`src/rtl/minplus_reduce_ctrl.sv`:
```
// minplus_reduce_ctrl
//   Min-reduction sequencer for the min-plus tensor core. Folds a streamed
//   row of `len` beats into out = min(c_seed, min_k sat(a_k + b_k)).
//
// Ports
//   clk, rst        : clock, synchronous active-high reset
//   start/len/c_seed: row request (accepted only when idle)
//   busy            : controller is not idle
//   in_valid/in_ready, a_in/b_in : operand beats, LANES lanes of W bits each
//                     (lane i in bits [i*W +: W])
//   out_valid/out_ready, out     : result handshake
//
// Sub-modules
//   minplus_lane    : one saturating lane adder (all-ones = +infinity)

// Saturating unsigned lane add. A carry out means the true sum does not fit,
// so it clamps to all-ones, which doubles as +infinity.
module minplus_lane #(
  parameter int W = 16
) (
  input  logic [W-1:0] a,
  input  logic [W-1:0] b,
  output logic [W-1:0] s
);
  logic [W:0] sum;

  assign sum = {1'b0, a} + {1'b0, b};
  assign s   = sum[W] ? {W{1'b1}} : sum[W-1:0];
endmodule

module minplus_reduce_ctrl #(
  parameter int W     = 16,
  parameter int LANES = 4,
  parameter int LEN_W = 8
) (
  input  logic               clk,
  input  logic               rst,
  input  logic               start,
  input  logic [LEN_W-1:0]   len,
  input  logic [W-1:0]       c_seed,
  output logic               busy,
  input  logic               in_valid,
  output logic               in_ready,
  input  logic [LANES*W-1:0] a_in,
  input  logic [LANES*W-1:0] b_in,
  output logic               out_valid,
  input  logic               out_ready,
  output logic [W-1:0]       out
);
  localparam int LVLS = (LANES > 1) ? $clog2(LANES) : 0;

  typedef enum logic [1:0] {
    IDLE  = 2'd0,
    ACCUM = 2'd1,
    DONE  = 2'd2
  } state_t;

  state_t                  state, state_nxt;
  logic [W-1:0]            acc;
  logic [LEN_W-1:0]        cnt;
  logic [LEN_W-1:0]        len_q;

  logic [LANES-1:0][W-1:0] sums;
  logic [LANES-1:0][W-1:0] lvl;
  logic [W-1:0]            beat_min;
  logic                    beat_acc;
  logic                    last_beat;

  // ---------------------------------------------------------------- lanes
  for (genvar i = 0; i < LANES; i++) begin : g_lane
    minplus_lane #(.W(W)) u_lane (
      .a (a_in[i*W +: W]),
      .b (b_in[i*W +: W]),
      .s (sums[i])
    );
  end

  // Balanced pairwise min tree, reduced in place: level l pairs entries
  // 2j/2j+1 into slot j. Strict '<' keeps the even (lower-index) entry on a
  // tie. Reads of 2j, 2j+1 always precede the overwrite of those slots.
  always_comb begin
    lvl = sums;
    for (int l = 0; l < LVLS; l++) begin
      for (int j = 0; j < (LANES >> (l + 1)); j++) begin
        lvl[j] = (lvl[2*j+1] < lvl[2*j]) ? lvl[2*j+1] : lvl[2*j];
      end
    end
    beat_min = lvl[0];
  end

  // ---------------------------------------------------------------- control
  // Handshake outputs decode only the state register, so neither in_valid
  // nor out_ready reaches in_ready/out_valid combinationally.
  assign busy      = (state != IDLE);
  assign in_ready  = (state == ACCUM);
  assign out_valid = (state == DONE);
  assign out       = acc;

  assign beat_acc  = in_valid & in_ready;
  // len_q is never zero in ACCUM, so len_q-1 does not wrap here.
  assign last_beat = (cnt == len_q - 1'b1);

  always_ff @(posedge clk) begin
    if (rst) state <= IDLE;
    else     state <= state_nxt;
  end

  always_comb begin
    state_nxt = state;
    case (state)
      IDLE:    if (start) state_nxt = (len != '0) ? ACCUM : DONE;
      ACCUM:   if (beat_acc && last_beat) state_nxt = DONE;
      DONE:    if (out_ready) state_nxt = IDLE;
      default: state_nxt = IDLE;
    endcase
  end

  // ---------------------------------------------------------------- datapath
  // acc is left alone in IDLE so out keeps the last result after handshake.
  always_ff @(posedge clk) begin
    if (rst) begin
      acc   <= '0;
      cnt   <= '0;
      len_q <= '0;
    end else begin
      case (state)
        IDLE: if (start) begin
          acc   <= c_seed;
          cnt   <= '0;
          len_q <= len;
        end
        ACCUM: if (beat_acc) begin
          // '<=' keeps the accumulator on equality.
          acc <= (acc <= beat_min) ? acc : beat_min;
          cnt <= cnt + 1'b1;
        end
        default: ;
      endcase
    end
  end
endmodule

```
`config.mk`:
```
export PLATFORM = sky130hd
export DESIGN_NAME = minplus_reduce_ctrl
export DESIGN_NICKNAME = d
export VERILOG_FILES = /design/src/rtl/minplus_reduce_ctrl.sv
export SDC_FILE = /design/constraint.sdc
export NUM_CORES = 1
export LEC_CHECK = 0
export ABC_AREA = 1
export CAP_MARGIN = 20
export CORE_UTILIZATION = 61
export CTS_BUF_LIST = sky130_fd_sc_hd__clkbuf_16
export CTS_CLUSTER_DIAMETER = 40
export DETAILED_ROUTE_END_ITERATION = 8
export DONT_BUFFER_PORTS = 1
export PLACE_DENSITY_LB_ADDON = 0.2
export SLEW_MARGIN = 20
export SYNTH_ARGS = -nofsm -noshare
export SYNTH_HDL_FRONTEND = slang
export SYNTH_SLANG_ARGS = --single-unit
```
`constraint.sdc`:
```
create_clock -name clk -period 16.7 [get_ports clk]
set_clock_uncertainty 0.05 [all_clocks]
set_input_delay 3.34 -clock clk [delete_from_list [all_inputs] [get_ports clk]]
set_output_delay 3.34 -clock clk [all_outputs]
set_load 0.02 [all_outputs]
```
==> results.toml, run 1 <==
[outcome]
status = "finished clean"

[detailed_routing]
totalWireLength_um = 16500
drt_iter0_drc = 553
wl_per_cell_um = 13.3
drt_first_pass_iters = 5
drtAntennaViolNets = 0
drt-vias-per-instance = 5.55
num_vias = 6904
drc = 0

[clock_network]
clock_latency_ns = 0.27
clockBufferDepth = 2
clkSinkCount = 34
ctsHoldBuffers = 0
cts-resized-gates = 0
cts_setup_buffers = 0
cts_tree = "done"
cts_max_level = 2
clk_pin_slew_ns = 0.06
root_buffer = "clkbuf_16"
cts_buffers = 5

[floorplan]
io_pins = 176
rows = 38
dieArea_um2 = 11900
die_height_um = 109
die_w_um = 109
start_util = 0.636
coreArea_um2 = 11000

[timing]
final-hold-violation-count = 0
period_needed_ns = 10.58
tns_ns = 0
rsz0062_at_grt = "no"
timing.final.crit_share = 0.634
slew_viol_final = 0
tightestPinTransition_ns = 0.621
relSlewSlack = 0.584
finalSetupViolations = 0
max_freq_mhz = 94.5

[critical_path]
cp_num_cells = 42
crit_top_cell = "nand2_1"
rrSetupSlack_ns = 13.95
reg2reg_from = "state[1]$_SDFFE_PP0P_"
reg2reg_depth = 12
crit_buf_inv = 3
cp-endpoint = "out[15]$_SDFFE_PP0P_"
required_ns = 16.81
setup.worst_path.end_class = "flop"
critPathMaxStageDelay_ns = 0.49
startpoint_type = "input port"
r2r-end = "out[15]$_SDFFE_PP0P_"
cp-startpoint = "a_in[2]"
crit_arrival_ns = 10.69
critPathKind = "in -> reg"
critPathTopFamily = "compound AO/OA/AOI/OAI gates"
cp_max_fo = 32
cpMaxStageDelayCell = "o221a_2"

[synthesis]
synth_cells = 1114
yosys.area.top_type_share = 0.219
avgSynthCellArea_um2 = 6.30
synth_async_sr_flop_share = 0
synth_ff_type = "dfxtp_1"
syn_nets = 1398
yosysMostFrequentCell = "nand2_1"
yosysWarningCount = 0
seq_area_frac_synth = 0.0970
synth_cell_types = 47
synth.area.top_cells = "ha_1, nand2_1, dfxtp_1, a21oi_1, nor2_1"
ys_ff_latch = 34
synth-edff-count = 0
syn_area_um2 = 7020
yosys-top-cells-count = "nand2_1, ha_1, nor2_1"
synth_top_area_cell = "ha_1"

[layout]
n_antenna_cell = 0
drive_gt1_frac = 0.0896
fin_nets = 1388
fin_area_um2 = 7260
nFillCells = 1045
syn_to_final_growth_pct = 3.51
ff_latch_area_um2 = 681
multi_input_area_um2 = 5820

[placement]
dpl.hpwl_um = 14100
io_buffers = 0
dpl-instance-area_um2 = 7120
place_congestion = 0.917

[global_routing]
antenna_found_initial = 0
gr-total-overflow = 0
grt_usage = 0.274
grt_max_degree = 37
grt_pass1_wl_um = 26900
grt_pass1_vias = 5942

[pwr]
p_leak_nw = 3.68
ir_worst_vdd_v = 0.000114
pwr_density_cell_nw_per_um2 = 135

[run]
drv_cap = 0

[hold_path]
hold_start = "cnt[7]$_SDFFE_PP0P_"
hold_path_class = "reg -> reg"
==> registers in the layout, summed over array words and instances, names as in the netlist <==
register,flops
cnt,8
state,2
len_q,8
out,16
==> layout by cell type, fill, tap and decap left out, types with 11 or more instances in the layout <==
master,n
a21oi_2,14
xor2_1,17
o21ai_0,69
nor3_1,12
nor2_1,118
xnor2_1,14
a21oi_1,109
nand3_1,60
dfxtp_1,34
and2_1,17
inv_1,110
ha_1,123
nand2_2,23
nand2_1,269
nand2_4,16
nand3_2,11
or2_2,11
==> power breakdown <==
| part | switching [mW] | internal, mW | total (mW) |
|---|---|---|---|
| Clock | 0.0336 | 0.0544 | 0.0879 |
| Combinational | 0.480 | 0.282 | 0.761 |
| Sequential | 0.0313 | 0.0971 | 0.128 |
| Total | 0.544 | 0.433 | 0.977 |
==> per-layer routing <==
| layer | track usage | routed length [µm] | vias up | part of all wire |
|---|---|---|---|---|
| met1 | 0.414 | 8450 | 2949 | 0.51 |
| met3 | 0.0209 | 944 | 16 | 0.057 |
| met2 | 0.423 | 6960 | 231 | 0.42 |
| met5 | 0 | 0 | - | 0 |
| li1 | - | - | 3708 | - |
| met4 | 0.0495 | 199 | 0 | 0.012 |
==> worst min-delay path by stage <==
stage                          end  slack, ns  depth (start not counted)
6_report       cnt[7]$_SDFFE_PP0P_       0.43                          1
2_1_floorplan  cnt[7]$_SDFFE_PP0P_       0.39                          1
4_1_cts        cnt[7]$_SDFFE_PP0P_       0.42                          1
5_1_grt        cnt[5]$_SDFFE_PP0P_       0.47                          1
3_3_place_gp   cnt[7]$_SDFFE_PP0P_       0.41                          1
3_5_place_dp   cnt[7]$_SDFFE_PP0P_       0.41                          1
==> final cells by class <==
class,instances,area share
clock buffer,5,0.0172
sequential,34,0.0937
tap,140,0.0241
clock inverter,3,0.00224
inverter,113,0.0587
multi-input combinational,948,0.802
timing repair buffer,2,0.00207
==> cell families after synthesis <==
family | count (synthesis) | synth area share
and+or+nand+nor | 565 | 0.374
AOI/OAI and AO/OA | 225 | 0.185
buffers and inverters | 132 | 0.0745
adders and majority gates | 127 | 0.231
DFF | 34 | 0.0970
xor gates and xnor gates | 31 | 0.0387
==> per-stage QoR <==
step / hold WS (ns) / worst slack [ns] / util / std cells / total power, mW
finish: 0.426 / 6.12 / 0.658 / 1245 / 0.977
global route: 0.471 / 5.19 / 0.658 / 1245 / 1.09
CTS: 0.422 / 6.19 / 0.658 / 1245 / 0.970
detailed placement: 0.414 / 5.95 / 0.646 / 1237 / 0.879
global placement: 0.411 / 6.34 / 0.646 / 1237 / 0.861
floorplan: 0.391 / 6.53 / - / 1114 / 0.752
(Power assumes the default switching activity.)
==> run 2, diff against run 1 <==
Clock period 16.7 ns to 8.82 ns, I/O delays scaled along.
==> run 2 against run 1 <==
Compared with the run above: non-clock buffer count grew 21; core utilization grew 3.1 points; total power grew 120%; largest power group unchanged; clock-buffer cell count is the same; worst setup slack lost 5.6 ns; design area grew 4.7%; clock power grew 120%; global-route usage shrank 0.14 points.
==> results.toml, run 2 (same netlist as run 1, synthesis figures left out) <==
[outcome]
status = "finished clean"

[detailed_routing]
drtAntennaViolNets = 0
drt_iter0_drc = 526
totalWireLength_um = 17300
drt-vias-per-instance = 5.61
drt_first_pass_iters = 5
drc = 0
wl_per_cell_um = 13.6
num_vias = 7119

[critical_path]
crit_top_cell = "nand2_1"
reg2reg_depth = 13
startpoint_type = "input port"
critPathKind = "in -> reg"
cpMaxStageDelayCell = "ha_1"
cp-endpoint = "out[12]$_SDFFE_PP0P_"
cp-startpoint = "a_in[50]"
critPathMaxStageDelay_ns = 0.37
r2r-end = "out[12]$_SDFFE_PP0P_"
cp_max_fo = 17
required_ns = 8.93
setup.worst_path.end_class = "flop"
crit_arrival_ns = 8.38
reg2reg_from = "state[1]$_SDFFE_PP0P_"
rrSetupSlack_ns = 6.05

[layout]
n_antenna_cell = 0
final_cell_mix = "nand2_1, ha_1, nor2_1"
nFillCells = 1019
multi_input_area_um2 = 5930
largest_reg_flops = 16
syn_to_final_growth_pct = 8.36
fin_area_um2 = 7600
fin_nets = 1413
layout_commonest_cell = "nand2_1"
drive_gt1_frac = 0.120
fin_util = 0.689
ff_latch_area_um2 = 681

[floorplan]
rows = 38
die_height_um = 109
io_pins = 176
coreArea_um2 = 11000
dieArea_um2 = 11900
die_w_um = 109
start_util = 0.636

[timing]
relSlewSlack = 0.599
tightestPinTransition_ns = 0.600
final-hold-violation-count = 0
period_needed_ns = 8.27
max_freq_mhz = 121
slew_viol_final = 0
finalSetupViolations = 0
timing.final.crit_share = 0.938

[global_routing]
grt_pass1_wl_um = 26600
grt_usage = 0.273
grt_max_degree = 37
antenna_found_initial = 0
gr-total-overflow = 0
grt_pass1_vias = 5983

[clock_network]
clock_latency_ns = 0.28
ctsHoldBuffers = 0
clk_pin_slew_ns = 0.05
clockBufferDepth = 2
cts_tree = "done"
cts_max_level = 2
cts_buffers = 5
root_buffer = "clkbuf_16"
clkSinkCount = 34

[hold_path]
hold_start = "cnt[7]$_SDFFE_PP0P_"
hold_path_class = "reg -> reg"

[run]
drv_cap = 0

[placement]
io_buffers = 0
dpl.hpwl_um = 14300
dpl-instance-area_um2 = 7170
place_congestion = 0.953

[pwr]
total_power_mw = 2.11
pwr_density_cell_nw_per_um2 = 278
ir_worst_vdd_v = 0.000332
p_leak_nw = 3.82
## run 2: cell count changes in the layout (fill, tap and decap cells not counted), moves of 2 or more
| cell | delta |
|---|---|
| a21oi_1 | -2 |
| a21oi_2 | +2 |
| buf_4 | +18 |
| clkinvlp_4 | +3 |
| inv_1 | -2 |
| nor3_1 | -3 |
| nor3_2 | +2 |
| o21ai_0 | -16 |
| o21ai_1 | +14 |
| o21ai_2 | +2 |
| o221a_4 | +2 |
## run 2: worst min-delay path by stage
stage	end	slack, ns	depth (start not counted)
after floorplan	cnt[7]$_SDFFE_PP0P_	0.39	1
after global placement	cnt[7]$_SDFFE_PP0P_	0.41	1
after detailed placement	cnt[7]$_SDFFE_PP0P_	0.41	1
after CTS	cnt[7]$_SDFFE_PP0P_	0.42	1
after global routing	cnt[7]$_SDFFE_PP0P_	0.43	1
final	cnt[7]$_SDFFE_PP0P_	0.41	1
## run 2: repair_timing
item | in CTS | in global routing
setup endpoints to repair | 0 | 16
resized for setup | 0 | 38
buffers inserted | 0 | 13
## run 2: cell type report
cell class	instances	area share
multi-input cells	950	0.780
flip-flops and latches	34	0.0895
inverters	113	0.0571
repair buffers	23	0.0276
well taps	140	0.0230
clock buffers	5	0.0165
clock inverters	2	0.00444
repair inverters	2	0.00197
## run 2: through the flow
| stage | worst slack [ns] | hold slack [ns] | instances | TNS (ns) |
|---|---|---|---|---|
| after floorplan | 0.228 | 0.391 | 1114 | 0 |
| after global placement | 0.197 | 0.408 | 1244 | 0 |
| after detailed placement | -0.138 | 0.410 | 1244 | -1.42 |
| after CTS | 0.111 | 0.417 | 1251 | 0 |
| after global routing | -0.0769 | 0.429 | 1269 | -0.848 |
| final | 0.546 | 0.413 | 1269 | 0 |
## run 2: worst max-delay path: cells and delay by family
kind	cells	cell delay (ns)
adder cells (fa/ha/maj)	4	1.31
buffers and inverters	5	0.68
AO/OA/AOI/OAI	14	2.29
AND/OR/NAND/NOR	17	2.34
## run 2: where the power goes
| part | internal (mW) | switching (mW) | total (mW) | leakage, nW |
|---|---|---|---|---|
| Sequential | 0.184 | 0.0603 | 0.244 | 0.279 |
| Clock | 0.130 | 0.0609 | 0.191 | 0.0773 |
| Combinational | 0.675 | 1.00 | 1.68 | 3.46 |
| Total | 0.989 | 1.12 | 2.11 | 3.82 |
## run 2: routing by layer
| metal | vias up | routed length, µm | track usage |
|---|---|---|---|
| li1 | 3772 | - | - |
| met1 | 3062 | 8530 | 0.396 |
| met2 | 265 | 7480 | 0.445 |
| met3 | 20 | 1060 | 0.0167 |
| met4 | 0 | 229 | 0.0457 |
| met5 | - | 0 | 0 |
==> variant 1, RTL diff (flow settings as in run 2) <==
`W` is set to 16 in 2 places; all go to 20.
--- a/src/rtl/minplus_reduce_ctrl.sv
+++ b/src/rtl/minplus_reduce_ctrl.sv
@@ -16,7 +16,7 @@
 // Saturating unsigned lane add. A carry out means the true sum does not fit,
 // so it clamps to all-ones, which doubles as +infinity.
 module minplus_lane #(
-  parameter int W = 16
+  parameter int W = 20
 ) (
   input  logic [W-1:0] a,
   input  logic [W-1:0] b,
@@ -29,7 +29,7 @@
 endmodule
 
 module minplus_reduce_ctrl #(
-  parameter int W     = 16,
+  parameter int W     = 20,
   parameter int LANES = 4,
   parameter int LEN_W = 8
 ) (
Ports: changed (resized a_in, b_in, c_seed and out); port bits go from 176 to 216. The function was not compared with the original's and may differ.
==> variant 1 against run 2 <==
Final area rose by 40%. Clock power rose by 7%. Largest power group unchanged. Wire length rose by 46%. Area after synthesis rose by 23%. Register-to-register slack got worse by 230 ps. Setup slack got worse by 350 ps. Sequential cell count rose by 4. Total power rose by 38%. Fmax fell by 4.1%.
==> variant 1: results <==
metrics = {
    "place": {
        "post-place-ws_ps": -601.2,
        "placed_cell_area_um2": 9402,
        "gp_congestion": 0.9318,
    },
    "logic_synthesis": {
        "synth_top_cells_by_count": "nand2_1 (327), inv_1 (160), ha_1 (157), a21oi_1 (138), nor2_1 (133)",
        "synthAdderAreaFrac_pct": 23.74,
        "synth_seq_area_share_pct": 8.832,
        "synth_cell_types": 51,
        "synth.area.top_cells": "ha_1 (23%), nand2_1 (14%), dfxtp_1 (8.8%)",
        "syn_avg_cell_area_um2": 6.130,
    },
    "layout": {
        "inv_count": 165,
        "seq_cells": 38,
        "multi_input_area_share_pct": 73.59,
        "multi_input_cells": 1175,
        "buffers_excl_clock": 125,
        "nonClkBufAreaFrac_pct": 9.586,
        "final_nets": 1864,
    },
    "pwr": {
        "total_leakage_power_nw": 5.329,
        "ir_worst_vdd_mv": 0.1616,
        "p_int_mw": 1.402,
    },
    "status": {
        "outcome": "completed",
    },
    "drt": {
        "wl_um": 25210,
        "drt_iter0_drc": 725,
        "firstDrtPassIters": 7,
        "vias": 9783,
    },
    "floorplanning": {
        "die_w_um": 120.8,
    },
    "critical_path": {
        "max_stage_delay_ps": 320,
        "reg2reg_slack_ps": 5820,
    },
    "sta": {
        "fmax_ghz": 0.1160,
    },
    "grt": {
        "first_global_vias": 8389,
    },
}
## variant 1: metrics by stage
step           hold WS (ps)  power, mW  utilization (%)
6_report              432.1      2.916            76.84
2_1_floorplan         391.1      1.701                -
5_1_grt               464.3      3.202            76.84
3_5_place_dp          422.7      2.249            67.99
3_3_place_gp          404.5      2.205            67.99
4_1_cts               443.7      2.491            69.45
## variant 1: routing by layer
metal  wire, um  vias up  GRT usage, %  share of wire, %
met5          0        -             0                 0
met4        721        0         9.336               2.9
li1           -     4951             -                 -
met2      11590      403         51.86                46
met1      11290     4371         42.13                45
met3       1610       58         2.783               6.4
## variant 1: cells by family after synthesis
group           Yosys count
simple gates            672
xor+xnor                 39
fa+ha+maj               161
flops                    38
buf+inv                 193
compound gates          302
## variant 1: repair_timing
action | CTS | global route
cloned | 0 | 4
pin swaps | 1 | 60
buffers inserted | 1 | 30
setup endpoints to repair | 20 | 20
gates resized for setup | 9 | 177
==> variant 2, RTL diff (flow settings as in run 2) <==
Without the edit above. Make the reset (`rst`) asynchronous in 2 clocked blocks. Comments in the files are not updated.
--- a/src/rtl/minplus_reduce_ctrl.sv
+++ b/src/rtl/minplus_reduce_ctrl.sv
@@ -100,7 +100,7 @@
   // len_q is never zero in ACCUM, so len_q-1 does not wrap here.
   assign last_beat = (cnt == len_q - 1'b1);
 
-  always_ff @(posedge clk) begin
+  always_ff @(posedge clk or posedge rst) begin
     if (rst) state <= IDLE;
     else     state <= state_nxt;
   end
@@ -117,7 +117,7 @@
 
   // ---------------------------------------------------------------- datapath
   // acc is left alone in IDLE so out keeps the last result after handshake.
-  always_ff @(posedge clk) begin
+  always_ff @(posedge clk or posedge rst) begin
     if (rst) begin
       acc   <= '0;
       cnt   <= '0;
Function: differs if rst is asserted again (counterexample within 4 cycles, from zero or initial values and one cycle with rst high); with rst held inactive, the same outputs for 10 cycles.
==> variant 2 against run 2 <==
Die area is 3.0% higher. Total power grew 19%. Global-route usage shrank 0.71 points. Register-to-register slack lost 460 ps. Hold slack improved by 51 ps. Setup slack got worse by 100 ps. Combinational power grew 20%. Area after synthesis is 3.1% higher. Wire length down 1.6%. Sequential cell count unchanged. Critical path depth is the same. Final area increased by 1.5%. Largest cell class unchanged. Largest power group unchanged. Highest routed layer unchanged.
==> variant 2: results <==
metrics = {
    "status": {
        "outcome": "completed",
    },
    "sta": {
        "tightestPinTransition_ps": 994.6,
        "timing.hold.ws_ps": 464.3,
        "setup_slack_ps": 444.0,
    },
    "critical_path": {
        "crit_family": "compound AO/OA/AOI/OAI gates",
        "crit_arrival_ps": 8540,
        "max_stage_delay_ps": 430,
        "reg2reg_slack_ps": 5590,
        "slowest_stage": "o21ai_0",
    },
    "logic_synthesis": {
        "synthCells": 1097,
        "synth.area.top_cells": "ha_1 (21%), nand2_1 (15%), dfrtp_1 (12%)",
        "synth_top_cells_by_count": "nand2_1 (281), ha_1 (123), inv_1 (106), nor2_1 (97), a21oi_1 (91)",
        "synth_cell_types": 52,
        "synth_seq_area_share_pct": 11.76,
        "synth-compound-area-share_pct": 16.21,
        "synth_ff_type": "dfrtp_1",
        "syn_nets": 1381,
        "synth_xor_area_share_pct": 4.117,
        "yosysWarnings": 0,
        "synthArstFlopShare_pct": 100.0,
    },
    "grt": {
        "track_usage_pct": 26.58,
        "grt_first_pass_wirelength_um": 27430,
    },
    "place": {
        "dp_cells": 1228,
        "gp_congestion": 0.9078,
        "post-place-ws_ps": -206.5,
        "port-buffer-count": 0,
    },
    "drt": {
        "wl_um": 17020,
        "drt_iter0_drc": 503,
    },
    "layout": {
        "drive_gt1_share_pct": 12.50,
        "syn_to_final_growth_pct": 6.677,
    },
    "pwr": {
        "total_leakage_power_nw": 4.070,
        "cellPowerDensity_nw_per_um2": 326.5,
        "p_comb_mw": 2.01,
        "ir_worst_vdd_mv": 0.3971,
        "p_clk_mw": 0.167,
    },
    "clock_tree": {
        "postCtsSetupRepairBufs": 0,
    },
    "floorplanning": {
        "core_um2": 11470,
    },
}
==> variant 2: path summary, 6_finish.rpt <==
kind / from / end / depth (start not counted)
worst max register to register: state[1]$_DFFE_PP0P_ / cnt[6]$_DFFE_PP0P_ / 10
worst max-delay path: a_in[34] / out[0]$_DFFE_PP0P_ / 40
worst min register to register: len_q[7]$_DFFE_PP0P_ / len_q[7]$_DFFE_PP0P_ / 2
max in group asynchronous: rst / out[1]$_DFFE_PP0P_ / 2
worst min-delay path: len_q[7]$_DFFE_PP0P_ / len_q[7]$_DFFE_PP0P_ / 2
min in group asynchronous: rst / out[11]$_DFFE_PP0P_ / 2
==> variant 2: layer usage <==
| layer | GRT usage [%] | wire (um) | vias to the layer above |
|---|---|---|---|
| li1 | - | - | 3702 |
| met5 | 0 | 0 | - |
| met2 | 46.87 | 8305 | 206 |
| met4 | 5.689 | 284 | 0 |
| met3 | 3.007 | 866 | 25 |
| met1 | 34.73 | 7562 | 3113 |
==> variant 2: layout make-up <==
cell class	count	area share, %
Multi-Input combinational cell	931	76.33
Sequential cell	34	11.03
Inverter	116	5.773
Timing Repair Buffer	20	2.497
Tap cell	143	2.319
Clock buffer	5	1.622
Timing Repair inverter	3	0.2270
Clock inverter	3	0.2108
==> variant 2: worst reg2reg max path: cells and delay by family (launching register included) <==
kind | cells | cell delay (ps)
buffers and inverters | 3 | 780
flip-flops | 1 | 410
AO/OA/AOI/OAI | 2 | 220
AND/OR/NAND/NOR | 5 | 1650
==> variant 2: logic make-up after synthesis <==
kind of cell	Yosys count
buffers and inverters	133
AO/OA/AOI/OAI	202
flip-flops	34
AND/OR/NAND/NOR	567
XOR/XNOR	34
adder cells (fa/ha/maj)	127
